===== src/rtl/sram_arb_pkg.sv =====
// ---------------------------------------------------------------------------
// sram_arb_pkg
// Shared definitions for the SRAM access arbiter:
//   - owner_e      : requester / read-tag encoding (ALU, loader, readback, none)
//   - next_rr()    : round-robin successor, ALU -> LD -> RD -> ALU
//   - owner_onehot(): owner to {rd, ld, alu} one-hot request-vector position
//   - default widths for the address and data paths
// ---------------------------------------------------------------------------
package sram_arb_pkg;

  localparam int DEF_ADDR_W   = 8;
  localparam int DEF_DATA_W   = 32;
  localparam int DEF_MAX_HOLD = 4;
  // Hold counter is wide enough for MAX_HOLD up to 15.
  localparam int HOLD_CNT_W   = 4;

  typedef enum logic [1:0] {
    OWN_ALU  = 2'd0,
    OWN_LD   = 2'd1,
    OWN_RD   = 2'd2,
    OWN_NONE = 2'd3
  } owner_e;

  // OWN_NONE maps to ALU so an idle pointer always restarts the ring cleanly.
  function automatic owner_e next_rr(input owner_e owner);
    case (owner)
      OWN_ALU: next_rr = OWN_LD;
      OWN_LD:  next_rr = OWN_RD;
      default: next_rr = OWN_ALU;
    endcase
  endfunction

  // Bit order matches the request vector {rd, ld, alu}.
  function automatic logic [2:0] owner_onehot(input owner_e owner);
    case (owner)
      OWN_ALU: owner_onehot = 3'b001;
      OWN_LD:  owner_onehot = 3'b010;
      OWN_RD:  owner_onehot = 3'b100;
      default: owner_onehot = 3'b000;
    endcase
  endfunction

endpackage


===== src/rtl/sram_access_arbiter_rr_pick3.sv =====
// ---------------------------------------------------------------------------
// rr_pick3
// Combinational 3-way round-robin picker. Searches the request vector
// starting at the pointer position and wrapping ALU -> LD -> RD -> ALU;
// the first pending requester wins.
// Ports:
//   req   in  3  request vector {rd, ld, alu}
//   ptr   in  2  first position to search (OWN_NONE treated as ALU)
//   gnt   out 3  one-hot grant, zero when no request is pending
//   owner out 2  encoded winner, OWN_NONE when no request is pending
// ---------------------------------------------------------------------------
module rr_pick3
  import sram_arb_pkg::*;
(
  input  logic [2:0] req,
  input  owner_e     ptr,
  output logic [2:0] gnt,
  output owner_e     owner
);

  owner_e cand;

  always_comb begin
    gnt   = 3'b000;
    owner = OWN_NONE;
    cand  = (ptr == OWN_NONE) ? OWN_ALU : ptr;
    for (int i = 0; i < 3; i++) begin
      if ((owner == OWN_NONE) && ((req & owner_onehot(cand)) != 3'b000)) begin
        gnt   = owner_onehot(cand);
        owner = cand;
      end
      cand = next_rr(cand);
    end
  end

endmodule


===== src/rtl/sram_access_arbiter.sv =====
// ---------------------------------------------------------------------------
// sram_access_arbiter
// Shares one single-port SRAM among the ALU sequencer (read/write), the
// X-byte input loader (write only) and the host readback port (read only).
// Grants are combinational; the SRAM command is registered one cycle after
// the grant; read data comes back registered three cycles after the grant,
// tagged with the owner that issued the read.
//
// Arbitration: the current owner keeps the port while it keeps requesting,
// for at most MAX_HOLD consecutive grants when someone else is waiting; the
// round-robin pointer always sits just past the last granted owner, so both
// rotation and idle restarts search from there.
//
// Ports:
//   clk, rst                     clock (rising edge), async active-low reset
//   alu_req/we/addr/wdata, alu_gnt  ALU access and its grant
//   ld_req/addr/wdata, ld_gnt       loader write and its grant
//   rd_req/addr, rd_gnt             host readback and its grant
//   mem_cs_n/web/addr/wdata         registered SRAM command
//   mem_rdata                       SRAM read data (one cycle after command)
//   rdata, rdata_valid, rdata_owner registered, tagged read return
//   busy                            command issued or read in flight
// ---------------------------------------------------------------------------
module sram_access_arbiter
  import sram_arb_pkg::*;
#(
  parameter int ADDR_W   = DEF_ADDR_W,
  parameter int DATA_W   = DEF_DATA_W,
  parameter int MAX_HOLD = DEF_MAX_HOLD
) (
  input  logic              clk,
  input  logic              rst,
  input  logic              alu_req,
  input  logic              alu_we,
  input  logic [ADDR_W-1:0] alu_addr,
  input  logic [DATA_W-1:0] alu_wdata,
  output logic              alu_gnt,
  input  logic              ld_req,
  input  logic [ADDR_W-1:0] ld_addr,
  input  logic [DATA_W-1:0] ld_wdata,
  output logic              ld_gnt,
  input  logic              rd_req,
  input  logic [ADDR_W-1:0] rd_addr,
  output logic              rd_gnt,
  output logic              mem_cs_n,
  output logic              mem_web,
  output logic [ADDR_W-1:0] mem_addr,
  output logic [DATA_W-1:0] mem_wdata,
  input  logic [DATA_W-1:0] mem_rdata,
  output logic [DATA_W-1:0] rdata,
  output logic              rdata_valid,
  output logic [1:0]        rdata_owner,
  output logic              busy
);

  localparam logic [HOLD_CNT_W-1:0] HOLD_MAX_C = HOLD_CNT_W'(MAX_HOLD);

  // Arbitration state
  owner_e                owner_q;
  owner_e                rr_ptr_q;
  logic [HOLD_CNT_W-1:0] hold_cnt_q;

  // Read-tag pipeline: p0 travels with the SRAM command, p1 with mem_rdata.
  logic   rd_vld_p0;
  owner_e rd_own_p0;
  logic   rd_vld_p1;
  owner_e rd_own_p1;

  logic [2:0] req_vec;
  logic [2:0] own_oh;
  logic       owner_req;
  logic       others_pending;
  logic       keep_owner;
  logic [2:0] pick_gnt;
  owner_e     pick_owner;
  logic [2:0] gnt_vec;
  owner_e     gnt_owner;
  logic       gnt_any;
  logic       gnt_is_read;

  logic [HOLD_CNT_W-1:0] hold_cnt_d;
  logic                  cmd_web_d;
  logic [ADDR_W-1:0]     cmd_addr_d;
  logic [DATA_W-1:0]     cmd_wdata_d;

  assign req_vec        = {rd_req, ld_req, alu_req};
  assign own_oh         = owner_onehot(owner_q);
  assign owner_req      = (req_vec & own_oh) != 3'b000;
  assign others_pending = (req_vec & ~own_oh) != 3'b000;
  // The owner is only displaced once it has used its burst and someone waits.
  assign keep_owner     = owner_req && ((hold_cnt_q < HOLD_MAX_C) || !others_pending);

  rr_pick3 u_pick (
    .req   (req_vec),
    .ptr   (rr_ptr_q),
    .gnt   (pick_gnt),
    .owner (pick_owner)
  );

  assign gnt_vec     = keep_owner ? own_oh  : pick_gnt;
  assign gnt_owner   = keep_owner ? owner_q : pick_owner;
  assign gnt_any     = gnt_vec != 3'b000;
  assign alu_gnt     = gnt_vec[0];
  assign ld_gnt      = gnt_vec[1];
  assign rd_gnt      = gnt_vec[2];
  assign gnt_is_read = (gnt_vec[0] && !alu_we) || gnt_vec[2];

  // Counter restarts at 1 on a change of owner and when a lone owner
  // runs past the limit, so it never exceeds MAX_HOLD.
  always_comb begin
    hold_cnt_d = '0;
    if (gnt_any) begin
      if ((gnt_owner == owner_q) && (hold_cnt_q != HOLD_MAX_C)) begin
        hold_cnt_d = hold_cnt_q + HOLD_CNT_W'(1);
      end else begin
        hold_cnt_d = HOLD_CNT_W'(1);
      end
    end
  end

  // Address/data hold their previous values when nothing is granted.
  always_comb begin
    cmd_web_d   = 1'b1;
    cmd_addr_d  = mem_addr;
    cmd_wdata_d = mem_wdata;
    if (gnt_vec[0]) begin
      cmd_web_d   = !alu_we;
      cmd_addr_d  = alu_addr;
      cmd_wdata_d = alu_wdata;
    end else if (gnt_vec[1]) begin
      cmd_web_d   = 1'b0;
      cmd_addr_d  = ld_addr;
      cmd_wdata_d = ld_wdata;
    end else if (gnt_vec[2]) begin
      cmd_addr_d  = rd_addr;
    end
  end

  always_ff @(posedge clk or negedge rst) begin
    if (!rst) begin
      owner_q    <= OWN_NONE;
      rr_ptr_q   <= OWN_ALU;
      hold_cnt_q <= '0;
    end else begin
      hold_cnt_q <= hold_cnt_d;
      if (gnt_any) begin
        owner_q  <= gnt_owner;
        rr_ptr_q <= next_rr(gnt_owner);
      end else begin
        owner_q  <= OWN_NONE;
      end
    end
  end

  // ---- stage p0: SRAM command (grant + 1) ----
  always_ff @(posedge clk or negedge rst) begin
    if (!rst) begin
      mem_cs_n  <= 1'b1;
      mem_web   <= 1'b1;
      mem_addr  <= '0;
      mem_wdata <= '0;
      rd_vld_p0 <= 1'b0;
      rd_own_p0 <= OWN_NONE;
    end else begin
      mem_cs_n  <= !gnt_any;
      mem_web   <= cmd_web_d;
      mem_addr  <= cmd_addr_d;
      mem_wdata <= cmd_wdata_d;
      rd_vld_p0 <= gnt_is_read;
      rd_own_p0 <= gnt_owner;
    end
  end

  // ---- stage p1: SRAM drives mem_rdata (grant + 2) ----
  always_ff @(posedge clk or negedge rst) begin
    if (!rst) begin
      rd_vld_p1 <= 1'b0;
      rd_own_p1 <= OWN_NONE;
    end else begin
      rd_vld_p1 <= rd_vld_p0;
      rd_own_p1 <= rd_own_p0;
    end
  end

  // ---- stage p2: registered, tagged read return (grant + 3) ----
  always_ff @(posedge clk or negedge rst) begin
    if (!rst) begin
      rdata       <= '0;
      rdata_valid <= 1'b0;
      rdata_owner <= OWN_NONE;
    end else begin
      rdata_valid <= rd_vld_p1;
      rdata_owner <= rd_vld_p1 ? rd_own_p1 : OWN_NONE;
      if (rd_vld_p1) begin
        rdata <= mem_rdata;
      end
    end
  end

  assign busy = !mem_cs_n || rd_vld_p0 || rd_vld_p1;

endmodule


===== config.mk =====
export PLATFORM = sky130hd
export DESIGN_NAME = sram_access_arbiter
export DESIGN_NICKNAME = d
export VERILOG_FILES = /design/src/rtl/sram_arb_pkg.sv /design/src/rtl/sram_access_arbiter_rr_pick3.sv /design/src/rtl/sram_access_arbiter.sv
export SDC_FILE = /design/constraint.sdc
export NUM_CORES = 1
export LEC_CHECK = 0
export CORE_MARGIN = 5
export CORE_UTILIZATION = 41
export DETAILED_ROUTE_END_ITERATION = 10
export HOLD_SLACK_MARGIN = 0.12
export PLACE_DENSITY = 0.76
export SYNTH_ARGS = -nofsm -noshare
export SYNTH_HDL_FRONTEND = slang
export SYNTH_SLANG_ARGS = --single-unit

===== constraint.sdc =====
create_clock -name clk -period 3.9 [get_ports clk]
set_clock_uncertainty 0.05 [all_clocks]
set_input_delay 0.975 -clock clk [delete_from_list [all_inputs] [get_ports clk]]
set_output_delay 0.975 -clock clk [all_outputs]
set_load 0.005 [all_outputs]

# Word level (Yosys, flattened, before mapping)
# Index checks and enable logic that the tools add are counted.
[op_classes]
addsub = 1
magnitude_cmp = 1
eq_ne = 14
muxes = 27
bitwise_logic = 6
n_reduce_logical = 25
[op_table]
columns = ["cell", "count"]
rows = [
  ["$mux 32", 2],
  ["$pmux 3 s3", 4],
  ["$mux 8", 3],
  ["$reduce_bool 3->1", 6],
  ["$and 3x3->3", 5],
  ["$eq 2x2->1 const B", 7],
  ["$mux 2", 7],
  ["$mux 3", 4],
  ["$pmux 2 s2", 3],
  ["$eq 2x1->1 const B", 5],
  ["$logic_not 2->1", 5],
  ["$mux 4", 2],
  ["$logic_and 1x1->1", 5],
  ["$add 4x1->4 const B", 1],
  ["$logic_not 1->1", 4],
  ["$logic_or 1x1->1", 4],
  ["$lt 4x3->1 const B", 1],
  ["$ne 4x3->1 const B", 1],
  ["$not 3->3", 1],
  ["$eq 2x2->1", 1],
  ["$mux 1", 2],
  ["$reduce_bool 2->1", 1],
]
[word_totals]
reg_bits = 91
in_bits = 126
output_inout_bits = 81
word_cells = 88

# Depth between registers and ports, before layout
# Gate-level depths: netlist of run 1.
[logic_depth]
ltp_word = 18
mapped_depth = 12
depth_no_buf = 10

# Hierarchy
# A second synthesis of run 1 with hierarchy kept.
[hier_totals]
hier_cells = 392
area_unflattened_um2 = 4322.9
[by_module_without_submodules]
columns = ["module", "n_inst", "cells_per_inst", "area_each_um2", "seq_area_each_um2"]
rows = [
  ["sram_access_arbiter", 1, 342, 3953.8, 2289.7],
  ["rr_pick3", 1, 50, 369.1, 0.0],
]

# Worst setup path before layout of run 1
# OpenSTA, ideal clock, no wires.
[synth_path]
path_type = "input -> output"
startpoint = "input ld_req"
endpoint = "output ld_gnt"
arrival_ns = 2.580
required_ns = 2.875
path_slack_ns = 0.295
stages = 8
path_buffers = 2
cell_sequence = "buf_2 a222oi_1 a21oi_2 a21bo_1 nor2_1 a311oi_4 buf_2 inv_1"
[synth_between]
elab_chain_len = 10
elab_cells_between_ends = 23
cone_classes = "eq/ne (2); mux (6); bitwise (5); reduce/logical (10)"
[synth_lines]
columns = ["element", "line", "rtl"]
rows = [
  ["start, declared", "sram_access_arbiter.sv:38", "input logic ld_req,"],
  ["$and 3x3->3", "sram_access_arbiter_rr_pick3.sv:28", "if ((owner == OWN_NONE) && ((req & owner_onehot(cand)) != 3'b000)) begin"],
  ["$reduce_bool 3->1", "sram_access_arbiter_rr_pick3.sv:28", ""],
  ["$mux 2", "sram_access_arbiter_rr_pick3.sv:28", ""],
  ["$eq 2x2->1", "sram_access_arbiter_rr_pick3.sv:28", ""],
  ["$logic_and 1x1->1", "sram_access_arbiter_rr_pick3.sv:28", ""],
  ["$mux 2", "sram_access_arbiter_rr_pick3.sv:28", ""],
  ["$eq 2x2->1", "sram_access_arbiter_rr_pick3.sv:28", ""],
  ["$logic_and 1x1->1", "sram_access_arbiter_rr_pick3.sv:28", ""],
  ["$mux 3", "sram_access_arbiter_rr_pick3.sv:28", ""],
  ["$mux 3 *", "sram_access_arbiter.sv:100", "assign gnt_vec = keep_owner ? own_oh : pick_gnt;"],
  ["end, declared", "sram_access_arbiter.sv:41", "output logic ld_gnt,"],
]
# Mark *: on every way between the ends. The rest lies on a longest branch, timed or not.

# Worst setup path after layout of run 1
[layout_path]
startpoint = "input alu_req"
endpoint = "output alu_gnt"
[layout_between]
elab_chain_len = 10
elab_cells_between_ends = 23
cone_classes = "eq/ne (2); mux (6); bitwise (5); reduce/logical (10)"
[layout_lines]
columns = ["element", "line", "rtl"]
rows = [
  ["start, declared", "sram_access_arbiter.sv:33", "input logic alu_req,"],
  ["$and 3x3->3", "sram_access_arbiter_rr_pick3.sv:28", ""],
  ["$reduce_bool 3->1", "sram_access_arbiter_rr_pick3.sv:28", ""],
  ["$mux 2", "sram_access_arbiter_rr_pick3.sv:28", ""],
  ["$eq 2x2->1", "sram_access_arbiter_rr_pick3.sv:28", ""],
  ["$logic_and 1x1->1", "sram_access_arbiter_rr_pick3.sv:28", ""],
  ["$mux 2", "sram_access_arbiter_rr_pick3.sv:28", ""],
  ["$eq 2x2->1", "sram_access_arbiter_rr_pick3.sv:28", ""],
  ["$logic_and 1x1->1", "sram_access_arbiter_rr_pick3.sv:28", ""],
  ["$mux 3", "sram_access_arbiter_rr_pick3.sv:28", ""],
  ["$mux 3 *", "sram_access_arbiter.sv:100", ""],
  ["end, declared", "sram_access_arbiter.sv:37", "output logic alu_gnt,"],
]
# Marks and branches as above.

==> flow_metrics.tcl, run 1 <==
set metrics [dict create \
    outcome "finished, final reports clean" \
    rows 37 \
    post-dp-hpwl_mm 10.2 \
    hold_viol 0 \
    die_h_um 113 \
    maxCapViolCount 0 \
    layout.nets 738 \
    clkPwrFrac 0.090 \
    grt_pass1_wl_mm 20.8 \
    grt_max_degree 76 \
    required_ns 2.87 \
    slew_viol_final 0 \
    layout_commonest_cell "clkdlybuf4s50_1" \
    cp.arrival_ns 2.75 \
    viasPerCell 5.10 \
    crit_fanout 7 \
    post_drt_wl_per_cell_um 17.7 \
    slew_headroom 0.506 \
    min-delay-path-class "flip-flop to flip-flop" \
    combPwrFrac 0.627 \
    multi_input_area_um2 1910 \
    track_usage 0.205 \
    gp_congestion 0.872 \
    cts_inserted_buffers 9 \
    seqCellArea_um2 2290 \
    final_cell_mix "clkdlybuf4s50_1 (199), dfrtp_1 (81), nor2_1 (49), mux2i_1 (43), a21oi_1 (38)" \
    vias 3811 \
    worst_pin_slew_ns 0.741 \
    cellLeakagePower_nw 3.03 \
    ys_seq_area_frac 0.526 \
    slowest_stage "a222oi_1" \
    fin_cells 747 \
    grt_remaining_overflow 0 \
    synthCells 383 \
    fin_crit_ns 3.77 \
    fmax_ghz 0.265 \
    ir_drop_uv 781 \
    intPower_mw 3.78 \
    antenna_found_initial 0 \
    layout-drive-gt1-share 0.183 \
    remaining_drc_errors 0 \
    end_kind "output pin" \
    final_core_util 0.667 \
    ant_nets 0 \
    port_buffers 206 \
    placed_cells 726 \
    synth_cell_type_count 51 \
    clk_latency_ns 0.35 \
    drt_iter0_markers 201 \
    p_seq_frac 0.283 \
    first_pass_iters 4 \
    grt_pass1_vias 4022 \
    setup_viol 0 \
    crit_path_max_incr_delay_ns 0.27 \
    cts.clk_slew.worst_paths_ns 0.08 \
    insertedDiodeCount 0 \
    fin_crit_sh 0.968 \
    syn_area_um2 4350 \
    clock_path_buffers 2 \
    power_switching_share 0.386 \
    cts_tree "yes" \
    cts.sinks 91 \
    rsz0062_at_grt "false" \
    pin_count 207 \
    htreeDepth 3 \
    die_x_um 113 \
    start_kind "primary input" \
    synth_seq_cells 91 \
    syn-num-nets 515 \
    routed_wl_mm 13.2 \
    crit_type "primary input to output pin" \
    core-area_um2 10300 \
    start_util 0.421 \
    root_buffer "clkbuf_8" \
    n_fill_cell 816 \
    die_area_um2 12800 \
    power_density_nw_per_um2 895 \
    fin_total_pwr_mw 6.16 \
    syn_avg_cell_area_um2 11.4 \
    yosys_warnings 0 \
    p_switching_mw 2.38 \
    crit_chain "dlygate4sd2_1 > buf_6 > a222oi_1 > buf_4 > a21oi_2 > a21boi_2 > and2_4 > o31ai_4 > inv_2 > clkdlybuf4s15_2" \
    whs_ns 0.309 \
    area_growth_pct 58.3 \
]
-- path summary, 6_finish.rpt --
| check | startpoint | endpoint | slack [ns] | cells after the start |
|---|---|---|---|---|
| worst max-delay path | alu_req | alu_gnt | 0.13 | 10 |
| worst min-delay path | rd_own_p0[0] | rd_own_p1[0] | 0.31 | 0 |
| worst max register to register | rr_ptr_q[0] | mem_addr[4] | 0.50 | 12 |
| worst min register to register | rd_own_p0[0] | rd_own_p1[0] | 0.31 | 0 |
| max in group asynchronous | rst | mem_web | 2.47 | 2 |
| min in group asynchronous | rst | rdata[7] | 0.56 | 1 |
-- area by class of cell --
cell class                 count  share of cell area
clock buffer                  12              0.0196
clock inverter                 4             0.00400
inverter                      18             0.00981
multi-input combinational    250               0.278
sequential                    91               0.333
tap                          136              0.0247
timing repair buffer         236               0.331
-- cells by family (layout without fill, tap and decap cells) --
| group | after synthesis | after routing | share of synthesized area |
|---|---|---|---|
| AO/OA/AOI/OAI | 88 | 88 | 0.143 |
| XOR/XNOR | 3 | 3 | 0.00604 |
| adder cells (fa/ha/maj) | 6 | 6 | 0.0173 |
| buffers and inverters | 42 | 270 | 0.0463 |
| flip-flops | 91 | 91 | 0.526 |
| multiplexers | 75 | 75 | 0.182 |
| AND/OR/NAND/NOR | 78 | 78 | 0.0791 |
-- critical path: cells and delay by family --
| kind | cells | cell delay, ns |
|---|---|---|
| buffers and inverters | 5 | 0.84 |
| AO/OA/AOI/OAI | 4 | 0.75 |
| AND/OR/NAND/NOR | 1 | 0.19 |
-- synth_stat cells, drive strengths merged --
cell type   n  area share
a2111oi     1      0.0063
a211o       4      0.0081
a211oi      2      0.0035
a21bo       1      0.0023
a21boi      1      0.0017
a21oi      41       0.048
a221o       1      0.0023
a221oi      8       0.018
a222oi      1      0.0023
a22o        2      0.0060
a22oi       1      0.0017
a311oi      1      0.0060
a31o        3      0.0060
and2        1      0.0014
and2b       1      0.0017
buf        19       0.026
clkbuf      5      0.0046
dfrtp      81        0.47
dfstp      10       0.060
ha          6       0.017
inv        18       0.016
mux2       32       0.083
mux2i      43       0.099
nand2      10      0.0086
nand2b      2      0.0029
nand3       2      0.0023
nand3b      1      0.0017
nor2       52       0.047
nor2b       1      0.0014
nor3        3      0.0035
nor3b       2      0.0035
o211ai      2      0.0035
o21a        2      0.0035
o21ai      11       0.013
o21ba       1      0.0023
o21bai      1      0.0017
o22a        2      0.0040
o31ai       1      0.0017
o41ai       1      0.0020
or2         2      0.0029
or4         1      0.0026
xnor2       2      0.0040
xor2        1      0.0020
-- through the flow --
step                setup TNS, ns  cell area (µm²)  setup WS (ns)
global placement            -5.66             6650         -0.512
detailed placement         -11.00             6650         -0.613
global route                    0             6890         0.0171
finish                          0             6890          0.126
CTS                             0             6870         0.0178
floorplan                       0             4350          0.295
-- flip-flops by register name, indices dropped and copies added (netlist names) --
signal and cells:
rd_own_p0 2, rdata_owner 2, rd_vld_p1 1, hold_cnt_q 4
rd_vld_p0 1, mem_cs_n 1, rr_ptr_q 2, mem_addr 8
mem_wdata 32, rdata_valid 1, mem_web 1, owner_q 2
rd_own_p1 2, rdata 32
-- power groups by stage --
stage          registers [mW]  clock network [mW]  logic (mW)
2_1_floorplan            1.77                   0        2.16
6_report                 1.74               0.552        3.87
3_3_place_gp             1.74                   0        3.71
5_1_grt                  1.81               0.623        4.19
4_1_cts                  1.75               0.575        3.88
3_5_place_dp             1.76                   0        3.82
-- per-layer routing --
layer  track usage  wire length [µm]
met3        0.0567              1050
met4        0.0817               324
met2         0.354              6510
met5             0                 0
met1         0.242              5360
-- repair_timing --
item	CTS	global route
setup buffers	4	0
setup endpoints to repair	3	3
gates resized for setup	22	6
hold buffers	0	0
pin swaps	4	2
gates cloned	1	0
Note: power is estimated with default switching activity, not from simulation.
==> run 2: changes to the inputs <==
- SLEW_MARGIN: not set -> 10
==> results of run 2 <==
No change in the layout: final DEF, timing and power equal those of run 1.
==> run 3: changes to the inputs <==
- CORE_UTILIZATION: 41 -> 42
- CTS_BUF_LIST: not set -> sky130_fd_sc_hd__clkbuf_4 sky130_fd_sc_hd__clkbuf_8
- PLACE_DENSITY: 0.76 -> 0.78
==> run 3 against run 2 <==
  * Worst hold slack gained 0.0059 ns
  * Sequential share of layout area shrank 0.33 points
  * Sequential cell count is the same
  * Total power grew 2.6%
  * Critical endpoint is now rd_gnt
  * Via count shrank 0.92%
  * Combinational power grew 1%
  * Design area grew 1.0%
  * Count of clock-buffer cells in the layout shrank 2
  * Critical path type unchanged
  * Die area shrank 2.2%
  * Register-to-register slack gained 0.02 ns
==> flow_metrics.tcl, run 3 (same netlist as run 1, synthesis figures left out) <==
set metrics [dict create \
    grt_pass1_vias 3864 \
    hold_viol 0 \
    setup_viol 0 \
    crit_family "compound AO/OA/AOI/OAI gates" \
    die_h_um 112 \
    fin_crit_ns 3.76 \
    post-dp-hpwl_mm 9.79 \
    cellLeakagePower_nw 3.06 \
    start_kind "primary input" \
    cts_inserted_buffers 9 \
    top_regs "mem_wdata x32, rdata x32, mem_addr x8" \
    end_kind "output pin" \
    cts.sinks 91 \
    slew_headroom 0.506 \
    maxCapViolCount 0 \
    design_area_um2 6950 \
    drt_iter0_markers 166 \
    slowest_stage "dlygate4sd2_1" \
    fin_ws_ns 0.138 \
    area_growth_pct 59.9 \
    clk_latency_ns 0.36 \
    core-area_um2 10200 \
    crit_fanout 4 \
    layout-drive-gt1-share 0.190 \
    port_buffers 206 \
    root_buffer "clkbuf_8" \
    first_pass_iters 4 \
    pin_count 207 \
    grt_remaining_overflow 0 \
    ant_nets 0 \
    worst_r2r_endpoint "mem_addr[1]" \
    crit_type "primary input to output pin" \
    worst_pin_slew_ns 0.740 \
    final_core_util 0.680 \
    min_to "rd_own_p1[1]" \
    vias 3776 \
    viasPerCell 5.03 \
    clkPwrFrac 0.106 \
    insertedDiodeCount 0 \
    intPower_mw 3.92 \
    fin_total_pwr_mw 6.32 \
    preCtsSetupSlack_ns -0.558 \
    cts_tree "yes" \
    gp_congestion 0.851 \
    clock_path_buffers 2 \
    min_path_cells 0 \
    power_density_nw_per_um2 909 \
    p_seq_frac 0.276 \
    die_x_um 112 \
    layout_commonest_cell "clkdlybuf4s50_1" \
    required_ns 2.87 \
    crit_path_max_incr_delay_ns 0.27 \
    fmax_ghz 0.266 \
    crit_chain "dlygate4sd2_1 > buf_6 > a22o_4 > a21oi_2 > a21bo_1 > nor2_2 > mux2i_1 > o21ai_2 > dlygate4sd2_1" \
    routed_wl_mm 12.8 \
    post_drt_wl_per_cell_um 17.0 \
    track_usage 0.206 \
    start_util 0.425 \
    p_switching_mw 2.41 \
    layout.nets 742 \
    hp-start "rd_own_p0[1]" \
    rsz0062_at_grt "false" \
    cts.clk_slew.worst_paths_ns 0.09 \
    regToRegSetupSlack_ns 0.52 \
    slew_viol_final 0 \
    min-delay-path-class "flip-flop to flip-flop" \
    outcome "finished, final reports clean" \
    crit_top_cell "dlygate4sd2_1" \
    power_switching_share 0.380 \
    grt_pass1_wl_mm 20.5 \
    ir_drop_uv 841 \
    htreeDepth 3 \
    rr_startpoint "rr_ptr_q[0]" \
    cp.arrival_ns 2.74 \
    cp_num_buf_inv 3 \
    antenna_found_initial 0 \
    whs_ns 0.315 \
    rows 37 \
    remaining_drc_errors 0 \
    postPlaceCellArea_um2 6660 \
    reg2reg_depth 11 \
    die_area_um2 12500 \
    fin_crit_sh 0.965 \
    combPwrFrac 0.618 \
    final_cell_mix "clkdlybuf4s50_1 (199), dfrtp_1 (81), nor2_1 (49), mux2i_1 (43), a21oi_1 (40)" \
    grt_max_degree 76 \
]
[run 3: changes by cell type in the layout (fill, tap and decap cells not counted), moves of 2 or more]
cell / delta
a21oi_1: +2
inv_6: +2
a21oi_2: -2
clkbuf_1: -3
buf_2: -2
buf_4: +6
[run 3: what timing repair did]
| item | 4_1_cts | 5_1_grt |
|---|---|---|
| endpoints found under the setup margin | 3 | 3 |
| pin swaps | 6 | 0 |
| hold buffers | 0 | 0 |
| buffers inserted | 8 | 0 |
| gates resized for setup | 24 | 2 |
[run 3: worst max path at each step]
stage                      from     end  slack (ns)  cells after the start
finish                  alu_req  rd_gnt        0.14                      9
global route        rr_ptr_q[0]  rd_gnt        0.01                      9
CTS                 rr_ptr_q[0]  ld_gnt        0.15                     10
detailed placement       rd_req  ld_gnt       -0.56                      9
global placement         rd_req  ld_gnt       -0.52                      9
floorplan                ld_req  ld_gnt        0.29                      8
[run 3: cell type report]
type | count | area, µm²
Clock buffer | 10 | 138
Clock inverter | 6 | 71.3
Fill cell | 812 | 3280
Inverter | 18 | 67.6
Multi-Input combinational cell | 250 | 1910
Sequential cell | 91 | 2290
Tap cell | 136 | 170
Timing Repair Buffer | 240 | 2310
[run 3: power groups by stage]
| stage | Sequential (mW) | Clock [mW] | Combinational (mW) |
|---|---|---|---|
| floorplan | 1.77 | 0 | 2.16 |
| global placement | 1.74 | 0 | 3.73 |
| detailed placement | 1.77 | 0 | 3.83 |
| CTS | 1.75 | 0.693 | 3.94 |
| global route | 1.81 | 0.730 | 4.26 |
| finish | 1.75 | 0.669 | 3.91 |
[run 3: layer usage]
metal / vias up / GRT usage / wire length, µm
met4: 0 / 0.0803 / 312
met3: 17 / 0.0565 / 991
met1: 1804 / 0.250 / 5180
met5: - / 0 / 0
li1: 1796 / - / -
met2: 159 / 0.349 / 6300
[run 3: worst reg2reg max path, cell delays in order, from the launching register on]
cell      delay, ns
dfrtp_1        0.43
inv_1          0.10
ha_2           0.33
or2_1          0.26
a211o_1        0.32
o21ai_0        0.15
nor2_2         0.10
buf_4          0.15
a311oi_4       0.21
buf_4          0.60
mux2i_1        0.21
a221oi_1       0.35
[run 3: per-stage QoR]
| stage | setup TNS, ns | std cells |
|---|---|---|
| 2_1_floorplan | 0 | 383 |
| 3_3_place_gp | -4.50 | 727 |
| 3_5_place_dp | -7.51 | 727 |
| 4_1_cts | 0 | 751 |
| 5_1_grt | 0 | 751 |
| 6_report | 0 | 751 |
